$ cat config.mk
export PLATFORM = sky130hd
export DESIGN_NAME = wb_trace_fifo
export DESIGN_NICKNAME = d
export VERILOG_FILES = /design/src/rtl/wb_trace_pkg.sv /design/src/rtl/wb_trace_ram.sv /design/src/rtl/wb_trace_fifo.sv
export SDC_FILE = /design/constraint.sdc
export NUM_CORES = 1
export LEC_CHECK = 0
export ABC_AREA = 1
export BUFFER_PORTS_ARGS = -buffer_cell sky130_fd_sc_hd__buf_2
export CELL_PAD_IN_SITES_DETAIL_PLACEMENT = 1
export CELL_PAD_IN_SITES_GLOBAL_PLACEMENT = 2
export CORE_MARGIN = 2
export CORE_UTILIZATION = 44
export DETAILED_ROUTE_END_ITERATION = 12
export PLACE_DENSITY = 0.9
export SYNTH_ARGS = -nofsm -noshare
export SYNTH_HDL_FRONTEND = slang
export SYNTH_SLANG_ARGS = --single-unit
export TNS_END_PERCENT = 1
$ cat constraint.sdc
create_clock -name clk -period 8.9 [get_ports clk]
set_input_delay 1.78 -clock clk [delete_from_list [all_inputs] [get_ports clk]]
set_output_delay 1.78 -clock clk [all_outputs]
set_load 0.01 [all_outputs]
$ cat src/rtl/wb_trace_pkg.sv
// ---------------------------------------------------------------------------
// wb_trace_pkg
// Shared types and field widths for the writeback trace FIFO.
// One trace_entry_t holds a single retired register-write event, packed as
// {pc, rf_wen, rf_wnum, rf_wdata} = 73 bits.
// ---------------------------------------------------------------------------
package wb_trace_pkg;

  localparam int TRACE_PC_W   = 32;
  localparam int TRACE_WEN_W  = 4;
  localparam int TRACE_WNUM_W = 5;
  localparam int TRACE_DATA_W = 32;

  typedef struct packed {
    logic [TRACE_PC_W-1:0]   pc;
    logic [TRACE_WEN_W-1:0]  rf_wen;
    logic [TRACE_WNUM_W-1:0] rf_wnum;
    logic [TRACE_DATA_W-1:0] rf_wdata;
  } trace_entry_t;

endpackage

$ cat src/rtl/wb_trace_ram.sv
// ---------------------------------------------------------------------------
// wb_trace_ram
// DEPTH x trace_entry_t storage.
// It has one synchronous write port and one asynchronous read port.
// The array has no reset.
//   clk      : write clock (rising edge)
//   we_i     : write enable
//   waddr_i  : write address
//   wdata_i  : entry to store
//   raddr_i  : read address (combinational read)
//   rdata_o  : entry at raddr_i
// ---------------------------------------------------------------------------
module wb_trace_ram
  import wb_trace_pkg::*;
#(
  parameter int DEPTH = 16,
  parameter int AW    = $clog2(DEPTH)
) (
  input  logic          clk,
  input  logic          we_i,
  input  logic [AW-1:0] waddr_i,
  input  trace_entry_t  wdata_i,
  input  logic [AW-1:0] raddr_i,
  output trace_entry_t  rdata_o
);

  trace_entry_t mem_q [DEPTH];

  always_ff @(posedge clk) begin
    if (we_i) mem_q[waddr_i] <= wdata_i;
  end

  assign rdata_o = mem_q[raddr_i];

endmodule

$ cat src/rtl/wb_trace_fifo.sv
// ---------------------------------------------------------------------------
// wb_trace_fifo
// This block captures every retired register-write event from the CPU
// writeback trace port. Events are stored in a circular buffer and presented
// on a show-ahead valid/ready stream. The block also reports occupancy and a
// sticky overflow flag.
//
// Build option: define WB_TRACE_FIFO_X0_FILTER_EN to drop writes to r0
// (in_rf_wnum == 0) before they reach the buffer.
//
// Ports:
//   clk, resetn           : clock, asynchronous active-low reset
//   clear                 : synchronous flush of buffer and overflow flag
//   in_pc/in_rf_wen/in_rf_wnum/in_rf_wdata : trace input; wen != 0 is an event
//   out_valid/out_ready   : head-entry handshake
//   out_pc/out_rf_wen/out_rf_wnum/out_rf_wdata : head entry, 0 when not valid
//   count                 : occupancy 0..DEPTH
//   full                  : count == DEPTH
//   overflow              : sticky, set when an event is dropped
// ---------------------------------------------------------------------------
module wb_trace_fifo
  import wb_trace_pkg::*;
#(
  parameter int DEPTH = 16,
  parameter int CNT_W = $clog2(DEPTH) + 1
) (
  input  logic                    clk,
  input  logic                    resetn,
  input  logic                    clear,
  input  logic [TRACE_PC_W-1:0]   in_pc,
  input  logic [TRACE_WEN_W-1:0]  in_rf_wen,
  input  logic [TRACE_WNUM_W-1:0] in_rf_wnum,
  input  logic [TRACE_DATA_W-1:0] in_rf_wdata,
  output logic                    out_valid,
  input  logic                    out_ready,
  output logic [TRACE_PC_W-1:0]   out_pc,
  output logic [TRACE_WEN_W-1:0]  out_rf_wen,
  output logic [TRACE_WNUM_W-1:0] out_rf_wnum,
  output logic [TRACE_DATA_W-1:0] out_rf_wdata,
  output logic [CNT_W-1:0]        count,
  output logic                    full,
  output logic                    overflow
);

  localparam int AW    = $clog2(DEPTH);
  localparam int PTR_W = AW + 1;
  localparam logic [PTR_W-1:0] PTR_ONE = PTR_W'(1);

  // Pointers carry one extra wrap bit so full and empty can be told apart.
  logic [PTR_W-1:0] wr_ptr_q, wr_ptr_d;
  logic [PTR_W-1:0] rd_ptr_q, rd_ptr_d;
  logic             overflow_q, overflow_d;

  logic             push_req;
  logic             pop;
  logic             wr_en;
  logic             empty_w;
  logic             full_w;
  logic [PTR_W-1:0] occ_w;
  trace_entry_t     wr_entry;
  trace_entry_t     rd_entry;

`ifdef WB_TRACE_FIFO_X0_FILTER_EN
  assign push_req = (in_rf_wen != '0) && (in_rf_wnum != '0);
`else
  assign push_req = (in_rf_wen != '0);
`endif

  assign empty_w = (wr_ptr_q == rd_ptr_q);
  assign full_w  = (wr_ptr_q[AW] != rd_ptr_q[AW]) &&
                   (wr_ptr_q[AW-1:0] == rd_ptr_q[AW-1:0]);
  assign occ_w   = wr_ptr_q - rd_ptr_q;

  // All status outputs come only from registered state. They never depend on out_ready.
  assign out_valid = !empty_w;
  assign full      = full_w;
  assign count     = CNT_W'(occ_w);
  assign overflow  = overflow_q;
  assign pop       = out_valid && out_ready;

  always_comb begin
    wr_ptr_d   = wr_ptr_q;
    rd_ptr_d   = rd_ptr_q;
    overflow_d = overflow_q;
    wr_en      = 1'b0;
    if (clear) begin
      // A flush wins over any push or pop in the same cycle.
      wr_ptr_d   = '0;
      rd_ptr_d   = '0;
      overflow_d = 1'b0;
    end else begin
      if (pop) rd_ptr_d = rd_ptr_q + PTR_ONE;
      if (push_req) begin
        // When the FIFO is full, a pop in the same cycle frees the slot being written.
        if (!full_w || pop) begin
          wr_en    = 1'b1;
          wr_ptr_d = wr_ptr_q + PTR_ONE;
        end else begin
          overflow_d = 1'b1;
        end
      end
    end
  end

  always_ff @(posedge clk or negedge resetn) begin
    if (!resetn) begin
      wr_ptr_q   <= '0;
      rd_ptr_q   <= '0;
      overflow_q <= 1'b0;
    end else begin
      wr_ptr_q   <= wr_ptr_d;
      rd_ptr_q   <= rd_ptr_d;
      overflow_q <= overflow_d;
    end
  end

  assign wr_entry = '{pc: in_pc, rf_wen: in_rf_wen, rf_wnum: in_rf_wnum,
                      rf_wdata: in_rf_wdata};

  wb_trace_ram #(
    .DEPTH (DEPTH),
    .AW    (AW)
  ) u_ram (
    .clk     (clk),
    .we_i    (wr_en),
    .waddr_i (wr_ptr_q[AW-1:0]),
    .wdata_i (wr_entry),
    .raddr_i (rd_ptr_q[AW-1:0]),
    .rdata_o (rd_entry)
  );

  // Mask the head fields so that the outputs never show stale or
  // uninitialised storage.
  assign out_pc       = out_valid ? rd_entry.pc       : '0;
  assign out_rf_wen   = out_valid ? rd_entry.rf_wen   : '0;
  assign out_rf_wnum  = out_valid ? rd_entry.rf_wnum  : '0;
  assign out_rf_wdata = out_valid ? rd_entry.rf_wdata : '0;

endmodule

# --- Word-level counts from Yosys, hierarchy flattened ---
# Memory sizes are Yosys's and may differ from the RTL's.
# Index checks and enable logic that the tools add are counted.
op_classes:
  addsub: 3
  eq_ne: 4
  mux: 17
  reduce_logical: 11
op_table:
  columns: ["cell", "count"]
  rows:
  - ["32-bit 2-to-1 mux", 2]
  - ["5-bit 2-to-1 mux", 6]
  - ["5-bit by 1-bit adder with 5-bit output (second input constant)", 2]
  - ["1-bit 2-to-1 mux", 8]
  - ["2-bit nonzero test", 3]
  - ["5-bit equality test", 1]
  - ["5-bit subtractor", 1]
  - ["4-bit equality test", 1]
  - ["4-bit 2-to-1 mux", 1]
  - ["2-bit AND reduction", 2]
  - ["4-bit nonzero test", 1]
  - ["1-bit logical AND", 2]
  - ["1-bit logical NOT", 2]
  - ["2-bit != test (second input constant)", 1]
  - ["1-bit logical OR", 1]
  - ["1-bit != test", 1]
totals:
  reg_bits: 11
  mem_bits_rw: 1168
  in_bits: 77
  output_inout_bits: 81
  wordCells: 39
  memories: 1
memory_table:
  columns: ["memory", "depth", "width", "rd", "rd_clocked_by_memory_dff", "wr", "line", "text"]
  rows:
  - ["u_ram.mem_q", 16, 73, 1, 0, 1, "wb_trace_ram.sv:27", "trace_entry_t mem_q [DEPTH];"]

# --- Depth between registers and ports, before layout ---
depth:
  word_depth: 9
  mapped_depth: 15
  ltp_nobuf: 11

# --- Cells and area by module ---
# From an unflattened synthesis, not the netlist that was laid out.
unflattened:
  cells_unflattened: 4994
  hier_area_um2: 51672.1
by_module_without_submodules:
  columns: ["module", "n_inst", "cells_per_inst", "area_each_um2", "seq_area_each_um2"]
  rows:
  - ["wb_trace_ram", 1, 4725, 50186.9, 35073.6]
  - ["wb_trace_fifo", 1, 269, 1485.2, 275.3]

# --- Worst setup path before layout ---
# Ideal clock, no wire load.
synth_timing:
  path_kind: "input -> register"
  start: "input port in_rf_wen[3]"
  end: "memory u_ram.mem_q[0][0] in the netlist's numbering, enable pin"
  setup_time_ns: 0.505
  t_arrival_ns: 5.251
  required_ns: 8.395
  setup_slack_ns: 3.144
  cell_stages: 6
  n_path_buf: 0
  cell_sequence: "nor2_1 nand2_1 nand2_4 nor2_4 inv_4 nor2_1"
synth_between:
  elab_chain_len: 5
synth_lines:
  columns: ["element", "line", "text"]
  rows:
  - ["start: declaration", "wb_trace_fifo.sv:31", "input logic [TRACE_WEN_W-1:0] in_rf_wen,"]
  - ["4-bit nonzero test", "wb_trace_fifo.sv:66", "assign push_req = (in_rf_wen != '0);"]
  - ["1-bit 2-to-1 mux", "wb_trace_fifo.sv:93", "if (push_req) begin"]
  - ["1-bit 2-to-1 mux", "wb_trace_fifo.sv:86", "if (clear) begin"]
  - ["1-bit 2-to-1 mux", "wb_trace_ram.sv:30", "if (we_i) mem_q[waddr_i] <= wdata_i;"]
  - ["1-bit 2-to-1 mux (not written as such)", "wb_trace_ram.sv:30", null]
  - ["end: declaration", "wb_trace_ram.sv:27", null]
# Every way passes these cells.

# --- Final worst setup path ---
layout_timing:
  start: "register rd_ptr_q[1]"
  end: "output port out_rf_wdata[27]"
layout_between:
  elab_chain_len: 2
  word_cells_on_any_way: 3
  classes_between: "eq/ne: 1; mux: 1; memory: 1"
layout_lines:
  columns: ["element", "line", "text"]
  rows:
  - ["start: declaration", "wb_trace_fifo.sv:51", "logic [PTR_W-1:0] rd_ptr_q, rd_ptr_d;"]
  - ["start signal: assignment", "wb_trace_fifo.sv:112", "rd_ptr_q <= rd_ptr_d;"]
  - ["memory read 16 x 73 bit or 5-bit equality test (tied branches)", null, null]
  - ["32-bit 2-to-1 mux *", "wb_trace_fifo.sv:137", "assign out_rf_wdata = out_valid ? rd_entry.rf_wdata : '0;"]
  - ["end: declaration", "wb_trace_fifo.sv:39", "output logic [TRACE_DATA_W-1:0] out_rf_wdata,"]
# Every way passes the cells marked *; elsewhere a longest branch is shown, timed or not.

==> results.sh <==
export IMPL_fp_dieArea_sq_um=119000
export IMPL_worstReg2RegEnd="u_ram.mem_q[9][68]$_DFFE_PP_"
export IMPL_maxCapViolCount=0
export IMPL_grt_antenna_before_repair=9
export IMPL_synth_sequential_area_ratio_pct=69.2
export IMPL_final_area_sq_um=57000
export IMPL_dr_pass1_iters=7
export IMPL_clkTransAtPathRegs_ns=0.05
export IMPL_tightestPinTransition_ns=1.34
export IMPL_core_region_area_sq_um=115000
export IMPL_final_max_slew_violation_count=0
export IMPL_reg2reg_setup_slack_ns=3.66
export IMPL_crit_path_start="rd_ptr_q[1]$_DFFE_PN0P_"
export IMPL_r2r_worst_path_cells=12
export IMPL_critPathArrivalTime_ns=5.03
export IMPL_post_dp_cell_area_sq_um=53000
export IMPL_cts_repair_resized=0
export IMPL_port_buffers=157
export IMPL_power_static_leakage_nw=24.3
export IMPL_clock_path_buffers=3
export IMPL_tritoncts_clock_tree="built"
export IMPL_filler_cell_count=12500
export IMPL_detailed_placement_hpwl_um=75500
export IMPL_synth_yosys_warnings=0
export IMPL_synth_area_top_cells="sky130_fd_sc_hd__edfxtp_1 69%, sky130_fd_sc_hd__nand2_1 15%, sky130_fd_sc_hd__inv_1 6.0%, sky130_fd_sc_hd__nand3_1 5.9%, sky130_fd_sc_hd__buf_2 1.7%"
export IMPL_max_freq_ghz=0.147
export IMPL_worst_hold_path_endpoint="overflow$_DFFE_PN0P_"
export IMPL_irDropWorstVdd_mv=0.279
export IMPL_worst_clock_skew_ns=0.0234
export IMPL_detail_route_wl_per_cell_um=21.5
export IMPL_detail_route_drc_violations=0
export IMPL_worst_hold_slack_ns=0.559
export IMPL_grt_usage_pct=24.3
export IMPL_fp_row_count=124
export IMPL_power_density_nw_per_um2=273
export IMPL_netlist_top_cell_by_area="sky130_fd_sc_hd__edfxtp_1"
export IMPL_layout_core_utilization_pct=49.7
export IMPL_share_of_post_route_cells_with_drive_strength_above_1_pct=7.64
export IMPL_floorplan_die_height_um=345
export IMPL_number_of_synthesized_register_bits=1179
export IMPL_netlist_instances=4983
export IMPL_synthesis_nets=5070
export IMPL_drt_iter0_markers=2597
export IMPL_grt_pass1_wl_um=218000
export IMPL_slew_headroom_pct=10.3
export IMPL_worst_ep_required_time_ns=7.12
export IMPL_fin_crit_sh_pct=76.6
export IMPL_timing_worst_setup_path_type="flip-flop to output pin"
export IMPL_clk_lat_worst_skew_ns=0.72
export IMPL_detail_route_antenna_nets=0
export IMPL_final_hold_violation_count=0
export IMPL_hold_start="overflow$_DFFE_PN0P_"
export IMPL_postSynthAreaPerCell_sq_um=10.2
export IMPL_netlist_area_leader_share_pct=68.7
export IMPL_clock_root_buffer="sky130_fd_sc_hd__clkbuf_16"
export IMPL_die_width_um=345
export IMPL_worst_r2r_startpoint="rd_ptr_q[1]$_DFFE_PN0P_"
export IMPL_hp_class="flip-flop to flip-flop"
export IMPL_post_cts_repair_setup_buffers=0
export IMPL_start_util_pct=44.5
export IMPL_tns_ns=0
export IMPL_outcome="complete, no violations"
export IMPL_num_vias=34800
export IMPL_htree_levels=4
export IMPL_wl_um=143000
export IMPL_final_period_minus_worst_setup_slack_ns=6.81
export IMPL_grt_start_max_net_pins=258
export IMPL_drt_vias_per_instance=5.22
export IMPL_type_of_element_capturing_the_critical_path="output pin"
export IMPL_io_pins=158
export IMPL_post_synth_num_cell_types=26
export IMPL_hold_path_cell_count=2
export IMPL_setup_repair_after_global_routing_missed_its_margin="false"
export IMPL_syn_cell_area_sq_um=51100
export IMPL_area_growth_pct=11.6
export IMPL_tritoncts_num_buffers=130
export IMPL_final_nets=5154
export IMPL_gp_routability_congestion=0.757
export IMPL_setup_viol=0
export IMPL_via_count_of_the_first_global_routing_pass=37100
export IMPL_cts_hold_fix_buffers=0
export IMPL_grt_remaining_overflow=0
export IMPL_crit_path_start_kind="flip-flop"
export IMPL_worstPathMaxFanout=91
export IMPL_clock_sinks=1179
## routing by layer
layer / up-vias / GRT usage (%) / share of wire (%)
met5: - / 0 / 0.015
met4: 4 / 7.55 / 2.5
met3: 251 / 3.56 / 4.9
met2: 855 / 42.0 / 49
met1: 17700 / 31.8 / 43
li1: 16100 / - / -
## kinds of logic after synthesis
family	Yosys count	synth area share, %
adder cells (fa/ha/maj)	10	0.260
buffers and inverters	1067	8.56
AO/OA/AOI/OAI	82	0.806
AND/OR/NAND/NOR	2635	20.9
XOR/XNOR	10	0.186
flip-flops	1179	69.2
## how the worst max path moves through the flow
stage / cells past startpoint / slack (ns) / to
after detailed placement: 10 / 2.82 / out_rf_wdata[14]
after global routing: 8 / 1.88 / out_rf_wdata[27]
after CTS: 10 / 2.04 / out_rf_wdata[14]
after floorplan: 6 / 3.14 / u_ram.mem_q[0][0]$_DFFE_PP_
after global placement: 10 / 2.80 / out_rf_wdata[14]
final: 8 / 2.09 / out_rf_wdata[27]
## critical path: stages (launching register included)
cell and delay, ns:
sky130_fd_sc_hd__dfrtp_4 0.81, sky130_fd_sc_hd__inv_8 0.65, sky130_fd_sc_hd__buf_4 0.78, sky130_fd_sc_hd__buf_4 0.83, sky130_fd_sc_hd__nand2_1 0.12, sky130_fd_sc_hd__nand3_1 0.10
sky130_fd_sc_hd__nand3_1 0.22, sky130_fd_sc_hd__a21oi_1 0.43, sky130_fd_sc_hd__buf_2 0.20
## power breakdown
group	switching (mW)	internal [mW]	total, mW
sequential	0.109	6.21	6.32
clock	2.15	3.01	5.16
combinational	2.97	1.11	4.08
total	5.22	10.3	15.6
## cells in the final DEF, fill, tap and decap left out, types with 2 or more instances in the layout
| cell type | instances |
|---|---|
| sky130_fd_sc_hd__a21oi_1 | 75 |
| sky130_fd_sc_hd__buf_12 | 5 |
| sky130_fd_sc_hd__buf_2 | 157 |
| sky130_fd_sc_hd__buf_4 | 34 |
| sky130_fd_sc_hd__bufinv_16 | 7 |
| sky130_fd_sc_hd__clkbuf_1 | 38 |
| sky130_fd_sc_hd__clkbuf_16 | 137 |
| sky130_fd_sc_hd__clkinv_1 | 21 |
| sky130_fd_sc_hd__clkinv_2 | 13 |
| sky130_fd_sc_hd__clkinv_8 | 2 |
| sky130_fd_sc_hd__clkinvlp_4 | 4 |
| sky130_fd_sc_hd__dfrtp_1 | 8 |
| sky130_fd_sc_hd__dfrtp_4 | 3 |
| sky130_fd_sc_hd__diode_2 | 5 |
| sky130_fd_sc_hd__edfxtp_1 | 1168 |
| sky130_fd_sc_hd__ha_1 | 9 |
| sky130_fd_sc_hd__inv_1 | 816 |
| sky130_fd_sc_hd__inv_4 | 5 |
| sky130_fd_sc_hd__nand2_1 | 2007 |
| sky130_fd_sc_hd__nand3_1 | 598 |
| sky130_fd_sc_hd__nor2_1 | 8 |
| sky130_fd_sc_hd__nor2_4 | 19 |
| sky130_fd_sc_hd__o21ai_0 | 6 |
| sky130_fd_sc_hd__xor2_1 | 8 |
## registers in the layout, summed over array words and instances, names as in the netlist
signal and cells:
u_ram.mem_q 1168, rd_ptr_q 5, wr_ptr_q 5, overflow 1
## final cells by class
type                       count  area, sq um  share of cell area, %
multi-input combinational   2737        11400                   20.1
tap                         1512         1890                   3.32
timing repair buffer         196         1140                   2.00
antenna                        5         12.5                 0.0220
sequential                  1179        35400                   62.1
clock buffer                 175         3570                   6.27
clock inverter                49          434                  0.762
inverter                     823         3130                   5.49
## per-stage QoR
step / setup WS (ns) / instances / total power, mW
global route: 1.88 / 6674 / 16.3
floorplan: 3.14 / 4983 / 9.04
CTS: 2.04 / 6671 / 15.7
finish: 2.09 / 6676 / 15.6
detailed placement: 2.82 / 6447 / 10.5
global placement: 2.80 / 6447 / 10.5
## Yosys cell counts (all sizes together)
cell,count
a31oi,1
nor2,28
nand3,598
xnor2,2
o21ai,6
a21oi,75
edfxtp,1168
dfrtp,11
fa,1
clkbuf,25
xor2,8
buf,219
nand2,2009
inv,823
ha,9
(Power assumes the default switching activity.)
